==> config.mk <==
export PLATFORM = sky130hd
export DESIGN_NAME = fifo_wc_sync
export DESIGN_NICKNAME = d
export VERILOG_FILES = /design/src/rtl/fifo_pkg.sv /design/src/rtl/fifo_wc_bank.sv /design/src/rtl/fifo_wc_sync.sv
export SDC_FILE = /design/constraint.sdc
export NUM_CORES = 1
export LEC_CHECK = 0
export CORE_MARGIN = 2
export CORE_UTILIZATION = 52
export DETAILED_ROUTE_END_ITERATION = 10
export PLACE_DENSITY = 0.78
export SKIP_LAST_GASP = 1
export SLEW_MARGIN = 20
export SYNTH_ARGS = -nofsm -noshare
export SYNTH_HDL_FRONTEND = slang
export SYNTH_SLANG_ARGS = --single-unit
export TNS_END_PERCENT = 1
==> constraint.sdc <==
create_clock -name clk -period 21.8 [get_ports clk]
set_input_delay 4.36 -clock clk [delete_from_list [all_inputs] [get_ports clk]]
set_output_delay 4.36 -clock clk [all_outputs]
set_load 0.01 [all_outputs]
==> src/rtl/fifo_pkg.sv <==
// Shared helpers for the width-converting FIFO: log2 sizing, pointer width and
// the legal read/write ratio set.
package fifo_pkg;

    function automatic int clog2(input int value);
        int r;
        r = 0;
        for (int i = 0; i < 31; i++) begin
            if ((32'sd1 <<< i) < value) begin
                r = i + 1;
            end
        end
        return r;
    endfunction

    // Pointers carry one extra bit so full and empty stay distinguishable.
    function automatic int ptr_width(input int depth);
        return clog2(depth) + 1;
    endfunction

    function automatic bit ratio_legal(input int ratio);
        return (ratio == 1) || (ratio == 2) || (ratio == 4);
    endfunction

endpackage

==> src/rtl/fifo_wc_bank.sv <==
// One storage bank: simple dual-port RAM with synchronous write and a
// registered synchronous read that holds its value between reads.
module fifo_wc_bank #(
    parameter int DW = 64,
    parameter int AW = 3
) (
    input  logic          clk_i,
    input  logic          rst_n_i,
    input  logic          we_i,
    input  logic [AW-1:0] waddr_i,
    input  logic [DW-1:0] wdata_i,
    input  logic          re_i,
    input  logic [AW-1:0] raddr_i,
    output logic [DW-1:0] rdata_o
);
    localparam int ROWS = 2 ** AW;

    logic [DW-1:0] mem_q [ROWS];
    logic [DW-1:0] rdata_q;

    // Array storage is intentionally left uninitialised on reset.
    always_ff @(posedge clk_i) begin
        if (we_i) begin
            mem_q[waddr_i] <= wdata_i;
        end
    end

    // Read register; only an accepted read may change it.
    always_ff @(posedge clk_i or negedge rst_n_i) begin
        if (!rst_n_i) begin
            rdata_q <= '0;
        end else if (re_i) begin
            rdata_q <= mem_q[raddr_i];
        end
    end

    assign rdata_o = rdata_q;

endmodule

==> src/rtl/fifo_wc_sync.sv <==
// Synchronous FIFO writing WR_DW-bit words and reading RATIO of them at once,
// packed little-endian. Pointers count write words; storage is RATIO banks.
module fifo_wc_sync
    import fifo_pkg::*;
#(
    parameter int WR_DW    = 64,
    parameter int RATIO    = 2,
    parameter int DEPTH    = 16,
    parameter int AF_LEVEL = DEPTH - 2,
    parameter int AE_LEVEL = RATIO
) (
    input  logic                        clk,
    input  logic                        rstn,
    input  logic                        wen,
    input  logic [WR_DW-1:0]            wdata,
    input  logic                        ren,
    output logic [WR_DW*RATIO-1:0]      rdata,
    output logic                        empty,
    output logic                        almost_empty,
    output logic                        full,
    output logic                        almost_full,
    output logic [ptr_width(DEPTH)-1:0] wr_count,
    output logic                        overflow,
    output logic                        underflow
);
    localparam int PTR_W  = ptr_width(DEPTH);
    localparam int ADDR_W = clog2(DEPTH);
    localparam int SEL_W  = clog2(RATIO);

    if (!ratio_legal(RATIO)) begin : g_bad_ratio
        $error("fifo_wc_sync: RATIO must be 1, 2 or 4");
    end

    logic [PTR_W-1:0] wr_ptr_q, wr_ptr_d;
    logic [PTR_W-1:0] rd_ptr_q, rd_ptr_d;
    logic             overflow_q, overflow_d;
    logic             underflow_q, underflow_d;
    logic             wr_acc_s, rd_acc_s;

    assign wr_count     = wr_ptr_q - rd_ptr_q;
    assign full         = (wr_count == PTR_W'(DEPTH));
    assign empty        = (wr_count <  PTR_W'(RATIO));
    assign almost_full  = (wr_count >= PTR_W'(AF_LEVEL));
    assign almost_empty = (wr_count <= PTR_W'(AE_LEVEL));
    assign overflow     = overflow_q;
    assign underflow    = underflow_q;

    assign wr_acc_s = wen && !full;
    assign rd_acc_s = ren && !empty;

    // Next-state for pointers and error pulses; write and read act independently.
    always_comb begin
        wr_ptr_d    = wr_ptr_q;
        rd_ptr_d    = rd_ptr_q;
        overflow_d  = wen && full;
        underflow_d = ren && empty;
        if (wr_acc_s) begin
            wr_ptr_d = wr_ptr_q + PTR_W'(32'd1);
        end else begin
            wr_ptr_d = wr_ptr_q;
        end
        if (rd_acc_s) begin
            rd_ptr_d = rd_ptr_q + PTR_W'(RATIO);
        end else begin
            rd_ptr_d = rd_ptr_q;
        end
    end

    // Pointer and pulse registers.
    always_ff @(posedge clk or negedge rstn) begin
        if (!rstn) begin
            wr_ptr_q    <= '0;
            rd_ptr_q    <= '0;
            overflow_q  <= 1'b0;
            underflow_q <= 1'b0;
        end else begin
            wr_ptr_q    <= wr_ptr_d;
            rd_ptr_q    <= rd_ptr_d;
            overflow_q  <= overflow_d;
            underflow_q <= underflow_d;
        end
    end

    // Word k of a read row lives in bank k, so bank k feeds rdata slice k.
    for (genvar b = 0; b < RATIO; b++) begin : g_bank
        logic bank_we_s;
        if (RATIO == 1) begin : g_one
            assign bank_we_s = wr_acc_s;
        end else begin : g_sel
            assign bank_we_s = wr_acc_s && (wr_ptr_q[SEL_W-1:0] == SEL_W'(b));
        end

        fifo_wc_bank #(
            .DW (WR_DW),
            .AW (ADDR_W - SEL_W)
        ) u_bank (
            .clk_i   (clk),
            .rst_n_i (rstn),
            .we_i    (bank_we_s),
            .waddr_i (wr_ptr_q[ADDR_W-1:SEL_W]),
            .wdata_i (wdata),
            .re_i    (rd_acc_s),
            .raddr_i (rd_ptr_q[ADDR_W-1:SEL_W]),
            .rdata_o (rdata[b*WR_DW +: WR_DW])
        );
    end

endmodule

==> implementation parameters, run 1 <==
Parameter                              Value

Run status
  Result of the run    completed

Critical path
  Largest fanout on the critical path    61
  Element type at the critical path start    flop
  Kind of critical path    reg -> out
  Worst path arrival time    between 4 and 5 ns
  RR Startpoint    rd_ptr_q[2]
  Critical Path Start    rd_ptr_q[2]
  WP data required    17.44 ns
  CP endpoint kind    output port

Finish
  Util after Layout    60.9%
  Synthesis-to-finish area growth    16.4%
  Final Non-Filler Cells    ~3600
  Storage cell area    34200 um^2
  Combined area of the multi-input logic cells    ~9700 um^2
  Post-route design area    around 52000 um^2
  # fillers    about 5700
  Fraction of layout cells with a size suffix above 1    between 20% and 30%
  Count of nets after finishing    between 2000 and 2500

Synth
  Cell taking the most area after synthesis    sky130_fd_sc_hd__edfxtp_1
  Share of Yosys cell area claimed by the top area cell type    a little under 70%
  Portion of the post-synthesis area used by sequential elements    ~77%
  Library cells used by synthesis    45
  Synth Register Bits    between 1000 and 1500
  Post-synthesis average cell area    roughly 21 um^2
  Most common cell in the netlist    sky130_fd_sc_hd__edfxtp_1
  Cell area after technology mapping    around 44000 um^2
  Largest cells by area after synthesis    sky130_fd_sc_hd__edfxtp_1 69%, sky130_fd_sc_hd__mux4_2 13%, sky130_fd_sc_hd__dfrtp_1 7.8%
  Share of flip-flops with an asynchronous set or reset after synthesis    12.0%
  Yosys warnings    0
  Most frequent cells after synthesis    1024 x sky130_fd_sc_hd__edfxtp_1, 394 x sky130_fd_sc_hd__nand2_1, 256 x sky130_fd_sc_hd__mux4_2
  Top flip-flop cell by instance count after synthesis    sky130_fd_sc_hd__edfxtp_1
  Number of nets produced by synthesis    roughly 2200
  Post-synthesis cell count    2129
  Number of synthesized flops with an enable pin    1024

Route
  Final routed wire length divided by cell count    around 27 um
  Routed wire length    about 100000 um
  Initial DRC count    between 2000 and 2500
  Total vias in the final route    around 21000
  Post-route DRC violation count    0
  Drt first pass iters    5
  Via density per instance    roughly 5.9
  Number of antenna-violating nets in the routed design    0

Clock network
  Clock slew at the register clock pins of the worst setup and hold paths    roughly 0.06 ns
  Maximum number of buffers from clock root to sink    3
  Number of setup buffers added after CTS    0
  TritonCTS sink count    around 1200
  Number of CTS-inserted buffers    112
  Number of H-tree levels    3
  Clk_lat worst skew    between 0.6 and 0.7 ns
  Number of resized instances in the post-cts repair step    0
  Count of hold-fix buffers inserted at cts    0
  TritonCTS clock tree    yes
  Root Driver    sky130_fd_sc_hd__clkbuf_16

Min path
  Class of the most critical hold timing path    reg -> reg
  Launch point of the worst hold path    g_bank[0].u_bank.rdata_o[26]

Floorplan
  Initial core utilization    a little over half
  Height of the chip    between 200 and 300 um
  Horizontal extent of the die    between 200 and 300 um
  Core area    ~85000 um^2
  Io pins    207
  Floorplan row count    ~110
  Die area    between 80000 and 90000 um^2

Place
  Place WS    13.73 ns
  Placed wire-length estimate after detailed placement    51900 um
  RePlAce Congestion    ~0.8
  Count of buffers inserted at the top-level ports    approximately 210
  Placement Cell Area    around 48000 um^2
  Cell Count Post-Placement    3405

Power and ir drop
  Part of the total power dissipated in sequential elements    between 40% and 50%
  Worst VDD drop    ~0.13 mV
  Sw Ratio    between 20% and 30%
  Pwr Total    between 7 and 8 mW
  Share of power burned in combinational logic    slightly above 30%
  Power density of the placed cells    ~140 nW/um^2
  Portion of total power attributed to the clock network    27.8%
  Leakage power    17.7 nW
  NetSw    ~2.2 mW
  Internal power    approximately 5 mW

Global routing
  Global route total overflow    0
  Wire length of the first global-routing pass    ~150000 um
  Via count of the first global-routing pass    22511
  Antenna violations before repair    3
  Largest net degree at the start of global routing    between 150 and 200
  Total routing resource utilization after global routing    between 20% and 30%

Timing
  Post-Route Hold Slack    a little over 0.5 ns
  Period Utilization, post-route    39.8%
  Total Neg Setup Slack    0 ns
  Minimum period implied by the final worst setup slack    between 8 and 9 ns
  Worst clock skew on the final layout    around 0.021 ns
  Fmax    between 100 and 150 MHz
  Slew Viols, Final    0
  Rel. slew slack    between 20 and 25%
  PnR worst setup slack    between 10 and 15 ns
  Final Setup Violations    0
  Number of failing hold endpoints at the final stage    0
  Slew of the pin with the lowest slew margin    1.17 ns
  Setup repair after global routing missed its margin    false

Run
  Maximum capacitance violations    0
cells in the final DEF, fill, tap and decap left out, types with 5 or more instances in the layout:
cell type                         netlist  layout
sky130_fd_sc_hd__nor3_2                 0       6
sky130_fd_sc_hd__clkinv_1               0      19
sky130_fd_sc_hd__dfrtp_1              139     136
sky130_fd_sc_hd__mux4_2               256     256
sky130_fd_sc_hd__nor4_2                 0       5
sky130_fd_sc_hd__clkinvlp_4             0       6
sky130_fd_sc_hd__bufinv_16              0      16
sky130_fd_sc_hd__mux2_2                29      29
sky130_fd_sc_hd__nand2_1              394     394
sky130_fd_sc_hd__ha_1                   5       5
sky130_fd_sc_hd__clkbuf_1              46      17
sky130_fd_sc_hd__mux2_4               100     100
sky130_fd_sc_hd__inv_1                  8       7
sky130_fd_sc_hd__clkbuf_16              0     114
sky130_fd_sc_hd__buf_4                 11      29
sky130_fd_sc_hd__edfxtp_1            1024    1024
sky130_fd_sc_hd__clkbuf_8               0       9
sky130_fd_sc_hd__clkdlybuf4s50_1        0     205
sky130_fd_sc_hd__clkinv_2               0      21
metal layers:
metal | global-route usage, % | up-vias | wire [um]
li1 | - | 8938 | -
met1 | 31.4 | 11318 | 39500
met2 | 38.2 | 936 | 50200
met3 | 3.64 | 136 | 6760
met4 | 6.06 | 2 | 2000
met5 | 0 | - | 11
path summary, 6_finish.rpt:
| check | end | slack, ns | cells after the start |
|---|---|---|---|
| worst min-delay path | g_bank[0].u_bank.rdata_o[26] | 0.51 | 1 |
| worst max register to register | g_bank[0].u_bank.rdata_o[23] | 16.32 | 10 |
| worst min register to register | g_bank[0].u_bank.rdata_o[26] | 0.51 | 1 |
| worst max-delay path | almost_empty | 13.13 | 7 |
| min in group asynchronous | g_bank[1].u_bank.rdata_o[38] | 3.68 | 1 |
| max in group asynchronous | rd_ptr_q[3] | 16.48 | 2 |
cell families after synthesis:
kind of cell | count (synthesis) | share of synthesized area, %
flops | 1163 | 77.0
simple gates | 431 | 3.83
mux | 385 | 17.1
buf+inv | 116 | 1.37
compound gates | 21 | 0.349
xor+xnor | 7 | 0.155
fa+ha+maj | 6 | 0.186
flip-flops by register name (all words and copies together) (netlist names):
register / flops
rd_ptr_q: 4
wr_ptr_q: 5
g_bank.u_bank.mem_q: 1024
g_bank.u_bank.rdata_o: 128
overflow: 1
underflow: 1
worst max-delay path: stages (launching register included):
cell                              delay [ns]
sky130_fd_sc_hd__dfrtp_4                0.96
sky130_fd_sc_hd__inv_6                  0.42
sky130_fd_sc_hd__ha_1                   0.43
sky130_fd_sc_hd__and3b_1                0.21
sky130_fd_sc_hd__o21ai_2                0.30
sky130_fd_sc_hd__nand2_1                0.18
sky130_fd_sc_hd__a2111oi_0              0.43
sky130_fd_sc_hd__clkdlybuf4s50_1        0.62
power groups by stage:
stage               combinational [mW]  sequential, mW  clock, mW
floorplan                         1.50            2.99          0
global placement                  2.20            3.02          0
detailed placement                2.24            3.04          0
CTS                               2.27            3.00       2.04
global route                      2.41            3.03       2.12
finish                            2.24            3.00       2.01
layout make-up:
cell class	instances	area share (%)
clock buffer	139	5.85
inverter	9	0.0750
sequential	1163	66.2
antenna	2	0.00968
multi-input combinational	850	18.8
tap	1144	2.77
clock inverter	73	1.62
timing repair buffer	243	4.72
No activity file was read; power rests on OpenSTA's default activity.
==> inputs of run 2 (changes only) <==
==> constraint.sdc (replaced) <==
create_clock -name clk -period 8.23 [get_ports clk]
set_input_delay 1.646 -clock clk [delete_from_list [all_inputs] [get_ports clk]]
set_output_delay 1.646 -clock clk [all_outputs]
set_load 0.01 [all_outputs]
==> implementation parameters, run 2 (synthesis gave the netlist of run 1 again) <==
Parameter                              Value

Clock network
  Clk_lat worst skew    0.69 ns (about the same)
  Number of setup buffers added after CTS    0 (unchanged)
  TritonCTS sink count    1163 (unchanged)
  Count of hold-fix buffers inserted at cts    0 (unchanged)
  Number of resized instances in the post-cts repair step    0 (unchanged)
  Clock slew at the register clock pins of the worst setup and hold paths    0.06 ns (about the same)
  Maximum number of buffers from clock root to sink    3 (unchanged)
  TritonCTS clock tree    yes
  Root Driver    sky130_fd_sc_hd__clkbuf_16
  Number of CTS-inserted buffers    110 (-1.8%)
  Number of H-tree levels    3 (unchanged)

Finish
  Commonest cells after routing, fill and taps aside    1024 x sky130_fd_sc_hd__edfxtp_1, 394 x sky130_fd_sc_hd__nand2_1, 256 x sky130_fd_sc_hd__mux4_2
  Synthesis-to-finish area growth    15.7%
  Most flops, register    g_bank.u_bank.mem_q
  Fraction of layout cells with a size suffix above 1    24.2% (-1.0 points)
  Count of nets after finishing    2450 (-0.12%)
  # fillers    5731 (+1.2%)
  Most common cell after layout, fill and taps aside    sky130_fd_sc_hd__edfxtp_1
  Combined area of the multi-input logic cells    9720 um^2 (+0.13%)
  Largest register FFs    1024 (unchanged)
  Post-route design area    51400 um^2 (-0.62%)
  Storage cell area    34200 um^2 (unchanged)

Critical path
  Element type at the critical path start    flop
  Critical Path, Cell by Cell    inv_6 -> ha_1 -> and3b_1 -> o21ai_2 -> nand2_1 -> a2111oi_0 -> clkdlybuf4s50_1
  Largest fanout on the critical path    77 (+26%)
  Slack of the worst reg-to-reg path    3.60 ns (-12.72 ns)
  Worst path arrival time    4.52 ns (+0.21 ns)
  Kind of critical path    reg -> out
  Family of cells with the greatest summed delay on the critical path    buffers and inverters
  Slowest library cell on the worst path    sky130_fd_sc_hd__dfrtp_4
  WP data required    6.58 ns (-10.86 ns)
  Worst reg2reg path depth    7 (-3)
  RR Startpoint    rd_ptr_q[2]
  CP bufs+invs    2 (unchanged)
  CP endpoint kind    output port
  Capture point of the worst reg-to-reg path    g_bank[0].u_bank.mem_q[7][56]
  CP max stage delay    1.10 ns (+0.14 ns)

Timing
  Slew of the pin with the lowest slew margin    1.14 ns (-0.0237 ns)
  Total Neg Setup Slack    0 ns (unchanged)
  Period Utilization, post-route    roughly 75%
  Worst clock skew on the final layout    0.0292 ns (+0.00787 ns)
  Slew Viols, Final    0 (unchanged)
  Post-Route Hold Slack    0.505 ns (-0.00317 ns)
  Minimum period implied by the final worst setup slack    6.17 ns
  Fmax    about 160 MHz
  Setup repair after global routing missed its margin    false
  Number of failing hold endpoints at the final stage    0 (unchanged)
  Final Setup Violations    0 (unchanged)
  PnR worst setup slack    2.06 ns (-11.07 ns)
  Rel. slew slack    23.9% (+1.6 points)

Route
  Drt first pass iters    5 (unchanged)
  Final routed wire length divided by cell count    25.9 um (-4.8%)
  Routed wire length    93400 um (-5.1%)
  Total vias in the final route    20862 (-2.2%)
  Post-route DRC violation count    0 (unchanged)
  Via density per instance    5.77 (-1.9%)
  Initial DRC count    2447 (+9.9%)
  Number of antenna-violating nets in the routed design    0 (unchanged)

Floorplan
  Initial core utilization    52.4% (unchanged)
  Floorplan row count    107 (unchanged)
  Core area    84900 um^2 (unchanged)
  Die area    87800 um^2 (unchanged)
  Io pins    207 (unchanged)
  Height of the chip    296 um (unchanged)
  Horizontal extent of the die    296 um (unchanged)

Run status
  Result of the run    completed

Place
  Placed wire-length estimate after detailed placement    49600 um (-4.3%)
  Count of buffers inserted at the top-level ports    206 (unchanged)
  Place WS    2.73 ns (-11.00 ns)
  RePlAce Congestion    0.811 (+4.0%)
  Placement Cell Area    47700 um^2 (about the same)

Global routing
  Wire length of the first global-routing pass    142000 um (-3.0%)
  Total routing resource utilization after global routing    21.9% (-0.81 points)
  Largest net degree at the start of global routing    136 (-19%)
  Via count of the first global-routing pass    22043 (-2.1%)
  Antenna violations before repair    7 (+4)
  Global route total overflow    0 (unchanged)

Power and ir drop
  Leakage power    17.6 nW (-1.0%)
  Power density of the placed cells    364 nW/um^2 (+160%)
  Worst VDD drop    0.233 mV (+85%)

Min path
  Worst min-delay path endpoint    g_bank[0].u_bank.rdata_o[31]
  Count of cells along the worst hold path    1 (unchanged)
  Class of the most critical hold timing path    reg -> reg
  Launch point of the worst hold path    g_bank[0].u_bank.rdata_o[31]

Run
  Maximum capacitance violations    0 (unchanged)
run 2: worst max path at each step:
stage	from	to	slack [ns]	cells after the start
after floorplan	rd_ptr_q[3]	g_bank[0].u_bank.mem_q[7][0]	-0.75	9
after CTS	rd_ptr_q[2]	almost_empty	2.01	7
after global routing	rd_ptr_q[2]	almost_empty	1.73	7
after global placement	rd_ptr_q[2]	almost_empty	2.86	7
final	rd_ptr_q[2]	almost_empty	2.06	7
after detailed placement	rd_ptr_q[2]	almost_empty	2.73	7
run 2: per-stage QoR:
step           cells  power (mW)  utilization, %
6_report        3613        18.7            60.6
4_1_cts         3605        18.9            60.4
2_1_floorplan   2129        11.9               -
5_1_grt         3611        19.6            60.6
3_5_place_dp    3402        14.0            56.2
3_3_place_gp    3402        13.8            56.2
run 2: power breakdown:
| group | switching [mW] | internal (mW) |
|---|---|---|
| Clock | 2.11 | 2.79 |
| Sequential | 0.541 | 7.34 |
| Combinational | 2.95 | 3.01 |
| Total | 5.60 | 13.1 |
run 2: worst reg2reg max path, stage by stage (launching register included):
cell                      delay, ns
sky130_fd_sc_hd__dfrtp_4       1.10
sky130_fd_sc_hd__inv_6         0.53
sky130_fd_sc_hd__fa_1          0.85
sky130_fd_sc_hd__inv_1         0.13
sky130_fd_sc_hd__nand3_1       0.22
sky130_fd_sc_hd__a21oi_2       0.17
sky130_fd_sc_hd__nor4_2        0.29
sky130_fd_sc_hd__buf_4         0.85
run 2: cell type report:
type / instances / area share (%)
Clock inverter: 49 / 0.998
Tap cell: 1144 / 2.78
Antenna cell: 2 / 0.00974
Sequential cell: 1163 / 66.6
Multi-Input combinational cell: 850 / 18.9
Clock buffer: 154 / 5.79
Timing Repair Buffer: 242 / 4.83
Inverter: 9 / 0.0755
run 2: metal layers:
metal	GRT usage, %	routed length [um]	vias to the layer above
met1	30.9	37300	10821
met4	6.96	2270	2
li1	-	-	8940
met3	3.77	7650	113
met5	0	13	-
met2	35.5	46200	986
==> inputs of run 3 (changes only) <==
--- a/config.mk
+++ b/config.mk
@@ -8,7 +8,7 @@
 export CORE_MARGIN = 2
 export CORE_UTILIZATION = 52
 export DETAILED_ROUTE_END_ITERATION = 10
-export PLACE_DENSITY = 0.78
+export PLACE_DENSITY = 0.81
 export SKIP_LAST_GASP = 1
 export SLEW_MARGIN = 20
 export SYNTH_ARGS = -nofsm -noshare
==> constraint.sdc (replaced) <==
create_clock -name clk -period 5.5 [get_ports clk]
set_input_delay 1.1 -clock clk [delete_from_list [all_inputs] [get_ports clk]]
set_output_delay 1.1 -clock clk [all_outputs]
set_load 0.01 [all_outputs]
==> implementation parameters, run 3 (synthesis gave the netlist of run 1 again) <==
Parameter                              Value

Critical path
  Capture point of the worst reg-to-reg path    g_bank[1].u_bank.rdata_o[3]
  RR Startpoint    rd_ptr_q[1]
  Kind of critical path    reg -> out
  Slowest library cell on the worst path    sky130_fd_sc_hd__dfrtp_1
  Worst path arrival time    4.03 ns (-0.49 ns)
  Element type at the critical path start    flop
  CP max stage delay    0.69 ns (-0.41 ns)
  Slack of the worst reg-to-reg path    1.61 ns (-1.99 ns)
  Critical Path, Cell by Cell    inv_1 -> ha_1 -> inv_1 -> fa_1 -> inv_1 -> nand3_1 -> a211oi_1 -> clkdlybuf4s50_1
  Cell mode on critical path    sky130_fd_sc_hd__inv_1
  WP data required    4.40 ns (-2.18 ns)
  Worst reg2reg path depth    7 (unchanged)
  Largest fanout on the critical path    12 (-84%)
  CP endpoint kind    output port
  Critical Path Start    wr_ptr_q[1]

Finish
  Util after Layout    60.9% (+0.34 points)
  Most flops, register    g_bank.u_bank.mem_q
  Largest register FFs    1024 (unchanged)
  Most common cell after layout, fill and taps aside    sky130_fd_sc_hd__edfxtp_1
  Count of nets after finishing    2451 (+0.041%)
  # fillers    5642 (-1.6%)
  Commonest cells after routing, fill and taps aside    1024 x sky130_fd_sc_hd__edfxtp_1, 394 x sky130_fd_sc_hd__nand2_1, 256 x sky130_fd_sc_hd__mux4_2
  Fraction of layout cells with a size suffix above 1    24.9% (+0.64 points)
  Synthesis-to-finish area growth    16.3%

Clock network
  Root Driver    sky130_fd_sc_hd__clkbuf_16
  Maximum number of buffers from clock root to sink    3 (unchanged)
  Number of CTS-inserted buffers    109 (-0.91%)
  Clock slew at the register clock pins of the worst setup and hold paths    0.06 ns (about the same)
  TritonCTS clock tree    yes
  Number of resized instances in the post-cts repair step    0 (unchanged)
  Count of hold-fix buffers inserted at cts    0 (unchanged)
  Number of setup buffers added after CTS    0 (unchanged)
  TritonCTS sink count    1163 (unchanged)
  Clk_lat worst skew    0.69 ns (about the same)
  Number of H-tree levels    3 (unchanged)

Timing
  Slew Viols, Final    0 (unchanged)
  Period Utilization, post-route    between 90% and 100%
  Final Setup Violations    0 (unchanged)
  Number of failing hold endpoints at the final stage    0 (unchanged)
  Rel. slew slack    10.5% (-13 points)
  Minimum period implied by the final worst setup slack    5.13 ns
  Setup repair after global routing missed its margin    false
  Post-Route Hold Slack    0.507 ns (+0.00128 ns)
  Worst clock skew on the final layout    0.0405 ns (+0.0113 ns)
  Slew of the pin with the lowest slew margin    1.34 ns (+0.200 ns)
  Fmax    ~200 MHz

Floorplan
  Initial core utilization    52.4% (unchanged)
  Height of the chip    296 um (unchanged)
  Floorplan row count    107 (unchanged)
  Io pins    207 (unchanged)
  Horizontal extent of the die    296 um (unchanged)
  Die area    87800 um^2 (unchanged)
  Core area    84900 um^2 (unchanged)

Run
  Maximum capacitance violations    0 (unchanged)

Route
  Initial DRC count    2496 (+2.0%)
  Final routed wire length divided by cell count    28.4 um (+9.7%)
  Drt first pass iters    5 (unchanged)
  Routed wire length    103000 um (+9.9%)
  Number of antenna-violating nets in the routed design    0 (unchanged)
  Post-route DRC violation count    0 (unchanged)
  Total vias in the final route    21727 (+4.1%)
  Via density per instance    6.00 (+3.9%)

Global routing
  Global-route met3 utilization    4.09% (+0.32 points)
  Via count of the first global-routing pass    23081 (+4.7%)
  GR met1 Demand/Resource    31.5% (+0.62 points)
  Antenna violations before repair    8 (+1)
  Largest net degree at the start of global routing    162 (+19%)
  Global route total overflow    0 (unchanged)
  Wire length of the first global-routing pass    152000 um (+7.6%)
  Busiest grt layer    met2
  Fraction of met2 tracks used by global routing    40.5% (+5.0 points)
  Total routing resource utilization after global routing    23.8% (+1.9 points)

Place
  Count of buffers inserted at the top-level ports    206 (unchanged)
  RePlAce Congestion    0.768 (-5.4%)
  Placed wire-length estimate after detailed placement    51000 um (+2.7%)

Power and ir drop
  Pwr Total    28.6 mW (+53%)
  Power density of the placed cells    554 nW/um^2 (+52%)
  Leakage power    17.7 nW (+0.80%)
  Worst VDD drop    0.464 mV (+99%)

Min path
  Class of the most critical hold timing path    in -> async

Run status
  Result of the run    completed
[run 3: cell types whose count changed in the layout (fill, tap and decap cells not counted), moves of 4 or more]
cell	change
sky130_fd_sc_hd__buf_12	+10
sky130_fd_sc_hd__buf_16	-4
sky130_fd_sc_hd__bufinv_16	+5
sky130_fd_sc_hd__clkbuf_1	-18
sky130_fd_sc_hd__clkbuf_8	+8
sky130_fd_sc_hd__clkinv_1	+5
sky130_fd_sc_hd__clkinv_2	+10
sky130_fd_sc_hd__nor4_2	-5
sky130_fd_sc_hd__nor4_4	+5
[run 3: worst max-delay path, delay by kind of cell, from the launching register on]
kind            cells  cell delay [ns]
buf+inv             4             1.15
flops               1             0.69
compound gates      1             0.55
fa+ha+maj           2             0.79
simple gates        1             0.18
[run 3: worst max path at each step]
stage                     slack, ns                           end  cells after the start
after CTS                      0.42                          full                      8
after global routing           0.23                          full                      8
after global placement         1.26                          full                      8
final                          0.37                          full                      8
after detailed placement       1.16                          full                      8
after floorplan               -1.69  g_bank[0].u_bank.mem_q[1][0]                      9
[run 3: area by class of cell]
class	instances	area, um^2	share of cell area, %
multi-input cells	850	9760	18.9
diodes	5	12.5	0.0242
clock buffers	143	3010	5.82
inverters	9	38.8	0.0750
well taps	1144	1430	2.77
clock inverters	63	664	1.29
repair buffers	244	2540	4.92
flip-flops and latches	1163	34200	66.2
[run 3: report_power, final]
part           leakage (nW)  switching, mW  internal, mW
logic                  4.98           4.63          4.55
registers              10.9          0.757          11.0
clock network          1.81           3.23          4.46
total                  17.7           8.62          20.0
[run 3: metrics by stage]
| step | instances | setup TNS [ns] | instance area, um^2 | setup slack (ns) |
|---|---|---|---|---|
| 6_report | 3621 | 0 | 51700 | 0.372 |
| 5_1_grt | 3619 | 0 | 51700 | 0.231 |
| 4_1_cts | 3616 | 0 | 51700 | 0.423 |
| 3_5_place_dp | 3410 | 0 | 48000 | 1.16 |
| 3_3_place_gp | 3409 | 0 | 48000 | 1.26 |
| 2_1_floorplan | 2129 | -753.79 | 44500 | -1.69 |
[run 3: metal layers]
layer  vias to the layer above  part of all wire (%)  wire length, um
li1                       8957                     -                -
met1                     11506                    37            38300
met2                      1086                    52            53100
met3                       168                   8.2             8400
met4                        10                   2.7             2770
met5                         -                 0.055               56
